File: config.mk
export PLATFORM = sky130hd
export DESIGN_NAME = ssp_rx_ctrl_flat
export DESIGN_NICKNAME = d
export VERILOG_FILES = /design/src/rtl/ssp_rx_ctrl_pkg.sv /design/src/rtl/ssp_rx_ctrl_if.sv /design/src/rtl/ssp_rx_ctrl_edge_sync.sv /design/src/rtl/ssp_rx_ctrl.sv /design/src/flat_wrapper.sv
export SDC_FILE = /design/constraint.sdc
export NUM_CORES = 1
export LEC_CHECK = 0
export CAP_MARGIN = 20
export CORE_MARGIN = 2
export CORE_UTILIZATION = 26
export DETAILED_ROUTE_END_ITERATION = 6
export PLACE_DENSITY = 0.53
export REMOVE_ABC_BUFFERS = 1
export SLEW_MARGIN = 5
export SYNTH_ARGS = -nofsm -noshare
export SYNTH_HDL_FRONTEND = slang
export SYNTH_SLANG_ARGS = --single-unit
File: constraint.sdc
create_clock -name pclk -period 2.2 [get_ports pclk]
set_input_delay 0.22 -clock pclk [delete_from_list [all_inputs] [get_ports pclk]]
set_output_delay 0.22 -clock pclk [all_outputs]
set_load 0.01 [all_outputs]
File: src/rtl/ssp_rx_ctrl_pkg.sv
// Shared types and defaults for the SSP receive sequencer.
package ssp_rx_ctrl_pkg;

  localparam int unsigned DATA_W_DEF      = 8;
  localparam int unsigned SYNC_STAGES_DEF = 2;
  localparam int unsigned CNT_W_DEF       = $clog2(DATA_W_DEF);

  typedef enum logic {
    RX_IDLE  = 1'b0,
    RX_SHIFT = 1'b1
  } rx_state_e;

  // Bit-counter width for a given frame width (never narrower than one bit).
  function automatic int unsigned cnt_w(input int unsigned w);
    return (w > 1) ? $clog2(w) : 1;
  endfunction

endpackage

File: src/rtl/ssp_rx_ctrl_if.sv
// Link-side lines and RxFIFO-side handshake of the SSP receive sequencer.
interface ssp_rx_ctrl_if
  import ssp_rx_ctrl_pkg::*;
#(
  parameter int unsigned DATA_W = DATA_W_DEF
) ();

  logic              rxen;
  logic              sspclkin;
  logic              sspfssin;
  logic              ssprxd;
  logic              rxfull;
  logic              ovr_clr;
  logic              rcv;
  logic [DATA_W-1:0] rxdata;
  logic              rxoverrun;
  logic              rxbusy;

  // Environment side: pins, FIFO status and control.
  modport master (
    output rxen, sspclkin, sspfssin, ssprxd, rxfull, ovr_clr,
    input  rcv, rxdata, rxoverrun, rxbusy
  );

  // Receive sequencer side.
  modport slave (
    input  rxen, sspclkin, sspfssin, ssprxd, rxfull, ovr_clr,
    output rcv, rxdata, rxoverrun, rxbusy
  );

endinterface

File: src/rtl/ssp_rx_ctrl_edge_sync.sv
// Synchronises the three link lines into pclk and detects falling edges of sspclkin.
module ssp_rx_ctrl_edge_sync
  import ssp_rx_ctrl_pkg::*;
#(
  parameter int unsigned SYNC_STAGES = SYNC_STAGES_DEF
) (
  input  logic pclk,
  input  logic clear_b,
  input  logic sspclkin,
  input  logic sspfssin,
  input  logic ssprxd,
  output logic fall,
  output logic fss_s,
  output logic rxd_s
);

  logic [SYNC_STAGES-1:0] clk_sync;
  logic [SYNC_STAGES-1:0] fss_sync;
  logic [SYNC_STAGES-1:0] rxd_sync;
  logic                   clk_prev;

  // Equal-depth chains so data and sync line up with the detected clock edge.
  always_ff @(posedge pclk or negedge clear_b) begin
    if (!clear_b) begin
      clk_sync <= '0;
      fss_sync <= '0;
      rxd_sync <= '0;
      clk_prev <= 1'b0;
    end else begin
      clk_sync <= {clk_sync[SYNC_STAGES-2:0], sspclkin};
      fss_sync <= {fss_sync[SYNC_STAGES-2:0], sspfssin};
      rxd_sync <= {rxd_sync[SYNC_STAGES-2:0], ssprxd};
      clk_prev <= clk_sync[SYNC_STAGES-1];
    end
  end

  assign fall  = clk_prev & ~clk_sync[SYNC_STAGES-1];
  assign fss_s = fss_sync[SYNC_STAGES-1];
  assign rxd_s = rxd_sync[SYNC_STAGES-1];

endmodule

File: src/rtl/ssp_rx_ctrl.sv
// SSP receive sequencer: assembles MSB-first frames and pushes them into the RxFIFO
// through a one-byte holding register, flagging overrun when a byte must be dropped.
module ssp_rx_ctrl
  import ssp_rx_ctrl_pkg::*;
#(
  parameter int unsigned DATA_W      = DATA_W_DEF,
  parameter int unsigned SYNC_STAGES = SYNC_STAGES_DEF
) (
  input  logic          pclk,
  input  logic          clear_b,
  ssp_rx_ctrl_if.slave  bus
);

  localparam int unsigned      CNT_W    = cnt_w(DATA_W);
  localparam logic [CNT_W-1:0] LAST_BIT = CNT_W'(DATA_W - 1);

  rx_state_e         state_q, state_d;
  logic [CNT_W-1:0]  bitcnt_q, bitcnt_d;
  logic [DATA_W-2:0] shreg_q, shreg_d;
  logic [DATA_W-1:0] hold_q;
  logic              hold_valid_q;
  logic              overrun_q;

  logic              fall, fss_s, rxd_s;
  logic [DATA_W-1:0] frame_c;
  logic              complete_c;
  logic              push_c;
  logic              keep_c;

  ssp_rx_ctrl_edge_sync #(
    .SYNC_STAGES (SYNC_STAGES)
  ) u_edge_sync (
    .pclk     (pclk),
    .clear_b  (clear_b),
    .sspclkin (bus.sspclkin),
    .sspfssin (bus.sspfssin),
    .ssprxd   (bus.ssprxd),
    .fall     (fall),
    .fss_s    (fss_s),
    .rxd_s    (rxd_s)
  );

  // Byte as it stands once the current bit is shifted in.
  assign frame_c = {shreg_q, rxd_s};

  // Receive FSM; rxen low aborts, frame sync mid-frame restarts the count.
  always_comb begin
    state_d    = state_q;
    bitcnt_d   = bitcnt_q;
    shreg_d    = shreg_q;
    complete_c = 1'b0;
    if (!bus.rxen) begin
      state_d = RX_IDLE;
    end else begin
      case (state_q)
        RX_IDLE: begin
          if (fall && fss_s) begin
            state_d  = RX_SHIFT;
            bitcnt_d = '0;
          end
        end
        RX_SHIFT: begin
          if (fall) begin
            if (fss_s) begin
              bitcnt_d = '0;
            end else begin
              shreg_d  = frame_c[DATA_W-2:0];
              bitcnt_d = bitcnt_q + CNT_W'(1);
              if (bitcnt_q == LAST_BIT) begin
                state_d    = RX_IDLE;
                complete_c = 1'b1;
              end
            end
          end
        end
        default: state_d = RX_IDLE;
      endcase
    end
  end

  always_ff @(posedge pclk or negedge clear_b) begin
    if (!clear_b) begin
      state_q  <= RX_IDLE;
      bitcnt_q <= '0;
      shreg_q  <= '0;
    end else begin
      state_q  <= state_d;
      bitcnt_q <= bitcnt_d;
      shreg_q  <= shreg_d;
    end
  end

  // Hold stays occupied unless it drains this cycle; a frame landing on an occupied hold is dropped.
  assign push_c = hold_valid_q & ~bus.rxfull;
  assign keep_c = hold_valid_q & ~push_c;

  always_ff @(posedge pclk or negedge clear_b) begin
    if (!clear_b) begin
      hold_q       <= '0;
      hold_valid_q <= 1'b0;
      overrun_q    <= 1'b0;
    end else begin
      if (complete_c && !keep_c) begin
        hold_q <= frame_c;
      end
      hold_valid_q <= complete_c | keep_c;
      if (complete_c && keep_c) begin
        overrun_q <= 1'b1;
      end else if (bus.ovr_clr) begin
        overrun_q <= 1'b0;
      end
    end
  end

  assign bus.rcv       = push_c;
  assign bus.rxdata    = hold_q;
  assign bus.rxoverrun = overrun_q;
  assign bus.rxbusy    = (state_q == RX_SHIFT) | hold_valid_q;

endmodule
File: src/flat_wrapper.sv
// flat-port wrapper written by rule: the top's interface ports become plain ports
module ssp_rx_ctrl_flat import ssp_rx_ctrl_pkg::*;
#(
  parameter int unsigned DATA_W      = DATA_W_DEF,
  parameter int unsigned SYNC_STAGES = SYNC_STAGES_DEF
)
  (pclk, clear_b, bus_rxen, bus_sspclkin, bus_sspfssin, bus_ssprxd, bus_rxfull, bus_ovr_clr, bus_rcv, bus_rxdata, bus_rxoverrun, bus_rxbusy);
  ssp_rx_ctrl_if #(.DATA_W(DATA_W)) bus_i ();
  input  logic pclk;
  input  logic clear_b;
  input wire logic [$bits(bus_i.rxen)-1:0] bus_rxen;
  input wire logic [$bits(bus_i.sspclkin)-1:0] bus_sspclkin;
  input wire logic [$bits(bus_i.sspfssin)-1:0] bus_sspfssin;
  input wire logic [$bits(bus_i.ssprxd)-1:0] bus_ssprxd;
  input wire logic [$bits(bus_i.rxfull)-1:0] bus_rxfull;
  input wire logic [$bits(bus_i.ovr_clr)-1:0] bus_ovr_clr;
  output wire logic [$bits(bus_i.rcv)-1:0] bus_rcv;
  output wire logic [$bits(bus_i.rxdata)-1:0] bus_rxdata;
  output wire logic [$bits(bus_i.rxoverrun)-1:0] bus_rxoverrun;
  output wire logic [$bits(bus_i.rxbusy)-1:0] bus_rxbusy;
  assign bus_i.rxen = bus_rxen;
  assign bus_i.sspclkin = bus_sspclkin;
  assign bus_i.sspfssin = bus_sspfssin;
  assign bus_i.ssprxd = bus_ssprxd;
  assign bus_i.rxfull = bus_rxfull;
  assign bus_i.ovr_clr = bus_ovr_clr;
  assign bus_rcv = bus_i.rcv;
  assign bus_rxdata = bus_i.rxdata;
  assign bus_rxoverrun = bus_i.rxoverrun;
  assign bus_rxbusy = bus_i.rxbusy;
  ssp_rx_ctrl #(.DATA_W(DATA_W), .SYNC_STAGES(SYNC_STAGES)) u_core (.pclk(pclk), .clear_b(clear_b), .bus(bus_i));
endmodule
### Yosys cells after proc, flatten, opt, wreduce, memory -nomap -nowiden

Cells that the tools add are included.

| cells by class | value |
|---|---|
| add/sub/neg operators | 1 |
| equal/unequal tests | 3 |
| muxes and demuxes | 17 |
| bitwise gates (word level) | 10 |
| reduce and logical (&&, ||, !) cells | 7 |

Operator list:

| kind | count |
|---|---|
| two-way mux 1 bit | 12 |
| two-way mux 3 bit | 3 |
| case mux 3 bit (2 select lines) | 1 |
| NOT 1 bit | 5 |
| AND reduction 4 bit | 1 |
| adder 3 x 1 -> 3 bit (second input constant) | 1 |
| bitwise AND 1 bit | 3 |
| == test 3 bit (second input constant) | 1 |
| logical AND 1 bit | 3 |
| AND reduction 3 bit | 1 |
| != test 2 x 1 -> 1 bit (second input constant) | 1 |
| != test 2 bit (second input constant) | 1 |
| OR 1 bit | 2 |
| case mux 1 bit (2 select lines) | 1 |
| nonzero test 2 bit | 1 |
| logical NOT 1 bit | 1 |

| word-level totals | value |
|---|---|
| bits in registers | 28 |
| input bits | 8 |
| output and inout bits | 11 |
| logic and storage cells | 48 |

### Longest topological paths before layout

| depth | value |
|---|---|
| depth after elaboration | 8 |
| mapped depth | 6 |
| depth with buffers taken out | 5 |

### By module

From an unflattened synthesis, not the netlist that was laid out.

| unflattened totals | value |
|---|---|
| cells, all modules | 72 |
| area, all modules | 1073.5 sq um |

By module, submodules not included:

| module | instances | cells an instance | area an instance (sq um) | sequential area each (sq um) |
|---|---|---|---|---|
| ssp_rx_ctrl | 1 | 64 | 884.6 | 525.5 |
| ssp_rx_ctrl_edge_sync | 1 | 8 | 188.9 | 175.2 |

### Least setup slack after synthesis

No wires, ideal clock.

| timing | value |
|---|---|
| kind | reg-to-reg |
| start | reg u_core.bitcnt_q[0] |
| end | reg u_core.hold_q[0] (netlist: u_core.bus.rxdata[0]) |
| library setup time | 0.125 ns |
| arrival time | 1.465 ns |
| data required time | 2.075 ns |
| setup slack | 0.610 ns |
| cell stages (with the launch flop) | 7 |
| path buffers | 1 |
| clock period less this slack | 1.590 ns |
| cells stage by stage | dfrtp_1 -> ha_1 -> ha_1 -> nand3b_1 -> and4b_1 -> buf_6 -> mux2_4 |

| between the ends | value |
|---|---|
| cells in the longest elaborated chain, start to end | 7 |

Ends and longest elaborated chain:

| what | line | text |
|---|---|---|
| start, declared | ssp_rx_ctrl.sv:18 | `logic [CNT_W-1:0] bitcnt_q, bitcnt_d;` |
| start signal, assigned | ssp_rx_ctrl.sv:88 | `bitcnt_q <= bitcnt_d;` |
| == test 3 bit | ssp_rx_ctrl.sv:69 | `if (bitcnt_q == LAST_BIT) begin` |
| two-way mux 1 bit | ssp_rx_ctrl.sv:69 |  |
| two-way mux 1 bit | ssp_rx_ctrl.sv:64 | `if (fss_s) begin` |
| two-way mux 1 bit | ssp_rx_ctrl.sv:63 | `if (fall) begin` |
| two-way mux 1 bit | ssp_rx_ctrl.sv:55 | `case (state_q)` |
| two-way mux 1 bit | ssp_rx_ctrl.sv:52 | `if (!bus.rxen) begin` |
| logical AND 1 bit | ssp_rx_ctrl.sv:103 | `if (complete_c && !keep_c) begin` |
| end signal, assigned | ssp_rx_ctrl.sv:104 | `hold_q <= frame_c;` |
| end, declared | ssp_rx_ctrl.sv:20 | `logic [DATA_W-1:0] hold_q;` |

Every way passes these cells.
A chain may end at the register's enable or synchronous reset.

### Final worst setup path

| timing | value |
|---|---|
| start | reg u_core.bitcnt_q[0] |
| end | reg u_core.hold_q[2] (netlist: u_core.bus.rxdata[2]) |

Same word-level chain as after synthesis.

==> Flow_metrics.wiki <==
{| class="wikitable"
! Metric !! Value
|-
| Hold Vio Cnt, Final || 0
|-
| Area contributors post-synth || dfrtp_1, mux2_4, mux2_2
|-
| Finished Layout Cells || 148
|-
| Most common cell in the netlist || dfrtp_1
|-
| First-pass DRT Iterations || 4
|-
| P&R area growth vs syn || 28.60%
|-
| Dominant register cell in the synthesized netlist || dfrtp_1
|-
| Status || finished, final reports clean
|-
| Initial antenna violation count || 0
|-
| Floorplan die area || 0.004812 mm²
|-
| Area of the mapped netlist || 0.001111 mm²
|-
| Leak pwr || 0.0006465 µW
|-
| Area used by sequential logic in the layout || 700.7 µm²
|-
| Core area || 0.004058 mm²
|-
| Crit path capture type || register
|-
| Die Width || 69.37 µm
|-
| Setup CP Type || register to register
|-
| Total Neg Setup Slack || 0 ns
|-
| TritonCTS buffer count || 3
|-
| Vertical die dimension || 69.37 µm
|-
| CTS tree || yes
|-
| Peak supply drop || 0.3215 mV
|-
| Fin util || 35.21%
|-
| Final setup skew || 0.002526 ns
|-
| Cell count after synthesis || 75
|-
| Count of antenna diodes in the layout || 0
|-
| Finished layout cell area || 0.001429 mm²
|-
| GRT Total Usage || 8.139%
|-
| Final Max Tran Viols || 0
|-
| MaxCap Viol Count || 0
|-
| Maximum buffer depth of the clock tree || 2
|-
| Count of hold buffers inserted by post-cts repair || 0
|-
| Post-synth EDFFs || 0
|-
| Final routed wire length divided by cell count || 11.95 µm
|-
| Synth Warn # || 0
|-
| Post-Synthesis Mean Instance Area || 14.81 µm²
|-
| Number of placed I/O pins || 19
|-
| Number of synthesized register bits || 28
|-
| Net switching component of the power || 209.0 µW
|-
| Ratio of cells with drive above 1 in the final layout || 24.49%
|-
| DRC violation total after the first TritonRoute iteration || 25
|-
| Post-CTS Setup Inserts || 0
|-
| Fraction of registers with async set/reset || 100.0%
|-
| Global-route wire length before repair || 3153 µm
|-
| Final Cycle Share || 79.18%
|-
| Data arrival time at the worst-slack endpoint || 1.91 ns
|-
| Initial core utilization || 27.38%
|-
| Dominant cell type by area after synthesis || dfrtp_1
|-
| Power per Cell Area || 717.9 mW/mm²
|-
| Worst slew margin || 77.05%
|-
| Final count of negative-setup-slack endpoints || 0
|-
| Req. time, crit path || 2.36 ns
|-
| Worst reg2reg path startpoint || u_core.bitcnt_q[0]$_DFFE_PN0P_
|-
| Clock group share of total power || 39.3%
|-
| Area of the multi-input gates || 387.9 µm²
|-
| Library cells used by synthesis || 21
|-
| Cell count after placement || 144
|-
| Total global routing overflow || 0
|-
| Site Rows || 23
|-
| Comb pwr share || 7.3%
|-
| Number of nets in the layout || 109
|-
| Hold slack final || 0.3101 ns
|-
| Flop pwr share || 53.4%
|-
| Fraction of power spent switching nets || 20.38%
|-
| Internal Dissipation || 816.8 µW
|-
| Clock root cell || clkbuf_8
|-
| Routability congestion estimate from global placement || 0.6838
|-
| Count of clock tree sinks || 28
|-
| CTS-repair resized insts || 0
|-
| Maximum level of the CTS H-tree || 1
|-
| Crit path launch || u_core.bitcnt_q[0]$_DFFE_PN0P_
|-
| Maximum number of pins on one net before global-route repair || 29
|-
| Routed via count || 628
|-
| Maximum clock frequency || 574.1 MHz
|-
| Clock-pin transition on the worst setup and hold timing paths || 0.10 ns
|-
| Number of nets with antenna violations after detailed routing || 0
|-
| Clock network latency to the later pin of the worst-skew pair || 0.27 ns
|-
| Pin slew with the least headroom to its limit || 0.3399 ns
|-
| Cell count of the worst reg-to-reg path || 6
|-
| DRC violation count after routing || 0
|-
| Per-cell via count in the routed design || 4.243
|-
| Placed standard-cell area || 0.001358 mm²
|-
| Total detailed-routing wirelength || 1769 µm
|-
| Number of buffer cells added on primary ports || 18
|-
| Sequential share of the synthesized area || 63.06%
|-
| Setup repair after global routing missed its margin || no
|-
| Worst-path maximum fanout || 8
|-
| Number of fill cells in the layout || 375
|-
| Area share of the leading cell type in the synthesized netlist || 63.06%
|-
| Via count of the first global-routing pass || 673
|-
| Most used standard cells in the synthesized netlist || dfrtp_1, mux2_4, nand2_1
|-
| Minimum clock period after layout || 1.742 ns
|-
| Sum of net half-perimeters after detailed placement || 1235 µm
|-
| Kind of start point of the critical path || register
|-
| Worst hold path class || input pin to asynchronous set/reset pin
|}
==> area by class of cell <==
cell class              instances  area share [%]
inverters                       3          0.7881
clock buffers                   3           2.890
multi-input cells              43           27.15
repair buffers                 20           13.66
clock inverters                 1           2.102
flip-flops and latches         28           49.04
well taps                      50           4.378
==> worst max-delay path, cell delays in order, from the launching register on <==
cell	delay (ns)
dfrtp_1	0.42
ha_1	0.21
ha_1	0.20
nand3b_1	0.11
and4b_1	0.20
buf_4	0.18
mux2_4	0.31
==> power by group through the flow <==
stage	registers (µW)	clock network [µW]	logic, µW
final	548	403	75.1
after global routing	551	430	86.4
after CTS	548	415	77.2
after detailed placement	558	0	77.0
after global placement	558	0	74.3
after floorplan	555	0	35.7
==> flip-flops by register name, indices dropped and copies added (netlist names) <==
| name | count |
|---|---|
| u_core.state_q | 1 |
| u_core.hold_valid_q | 1 |
| u_core.bitcnt_q | 3 |
| u_core.bus.rxoverrun | 1 |
| u_core.u_edge_sync.fss_sync | 2 |
| u_core.bus.rxdata | 8 |
| u_core.shreg_q | 7 |
| u_core.u_edge_sync.clk_sync | 2 |
| u_core.u_edge_sync.rxd_sync | 2 |
| u_core.u_edge_sync.clk_prev | 1 |
==> cells in the final DEF (no fill, tap or decap), drive strengths merged, types with 2 or more instances in the layout <==
| master | instances |
|---|---|
| buf | 2 |
| clkbuf | 3 |
| clkdlybuf4s50 | 18 |
| dfrtp | 28 |
| ha | 2 |
| inv | 3 |
| mux2 | 15 |
| nand2 | 8 |
| nand3b | 2 |
| nor2 | 2 |
| nor2b | 4 |
| o311ai | 2 |
==> per-stage QoR <==
| step | total power [µW] | setup slack (ns) |
|---|---|---|
| global route | 1067 | 0.3676 |
| detailed placement | 635.0 | 0.4363 |
| finish | 1026 | 0.4580 |
| global placement | 631.8 | 0.4832 |
| CTS | 1040 | 0.4449 |
| floorplan | 590.9 | 0.5009 |
==> cell families after synthesis <==
logic type / share of synthesized area, %
fa+ha+maj: 2.252
flops: 63.06
compound gates: 2.816
mux: 17.91
buf+inv: 2.027
simple gates: 11.94
==> layer usage <==
layer / global-route usage, % / part of all wire (%) / vias to the layer above
li1: - / - / 304
met1: 11.63 / 49 / 303
met2: 11.54 / 46 / 19
met3: 1.890 / 4.9 / 2
met4: 3.922 / 0.79 / 0
met5: 0 / 0 / -
==> final timing paths <==
path,endpoint,slack [ns]
max reg2reg,u_core.bus.rxdata[2]$_DFFE_PN0P_,0.46
max in group asynchronous,u_core.u_edge_sync.rxd_sync[0]$_DFF_PN0_,1.63
min in group pclk,u_core.u_edge_sync.clk_sync[1]$_DFF_PN0_,0.36
min,u_core.bus.rxdata[2]$_DFFE_PN0P_,0.31
max,u_core.bus.rxdata[2]$_DFFE_PN0P_,0.46
min reg2reg,u_core.u_edge_sync.clk_sync[1]$_DFF_PN0_,0.36
No activity file was read; power rests on OpenSTA's default activity.
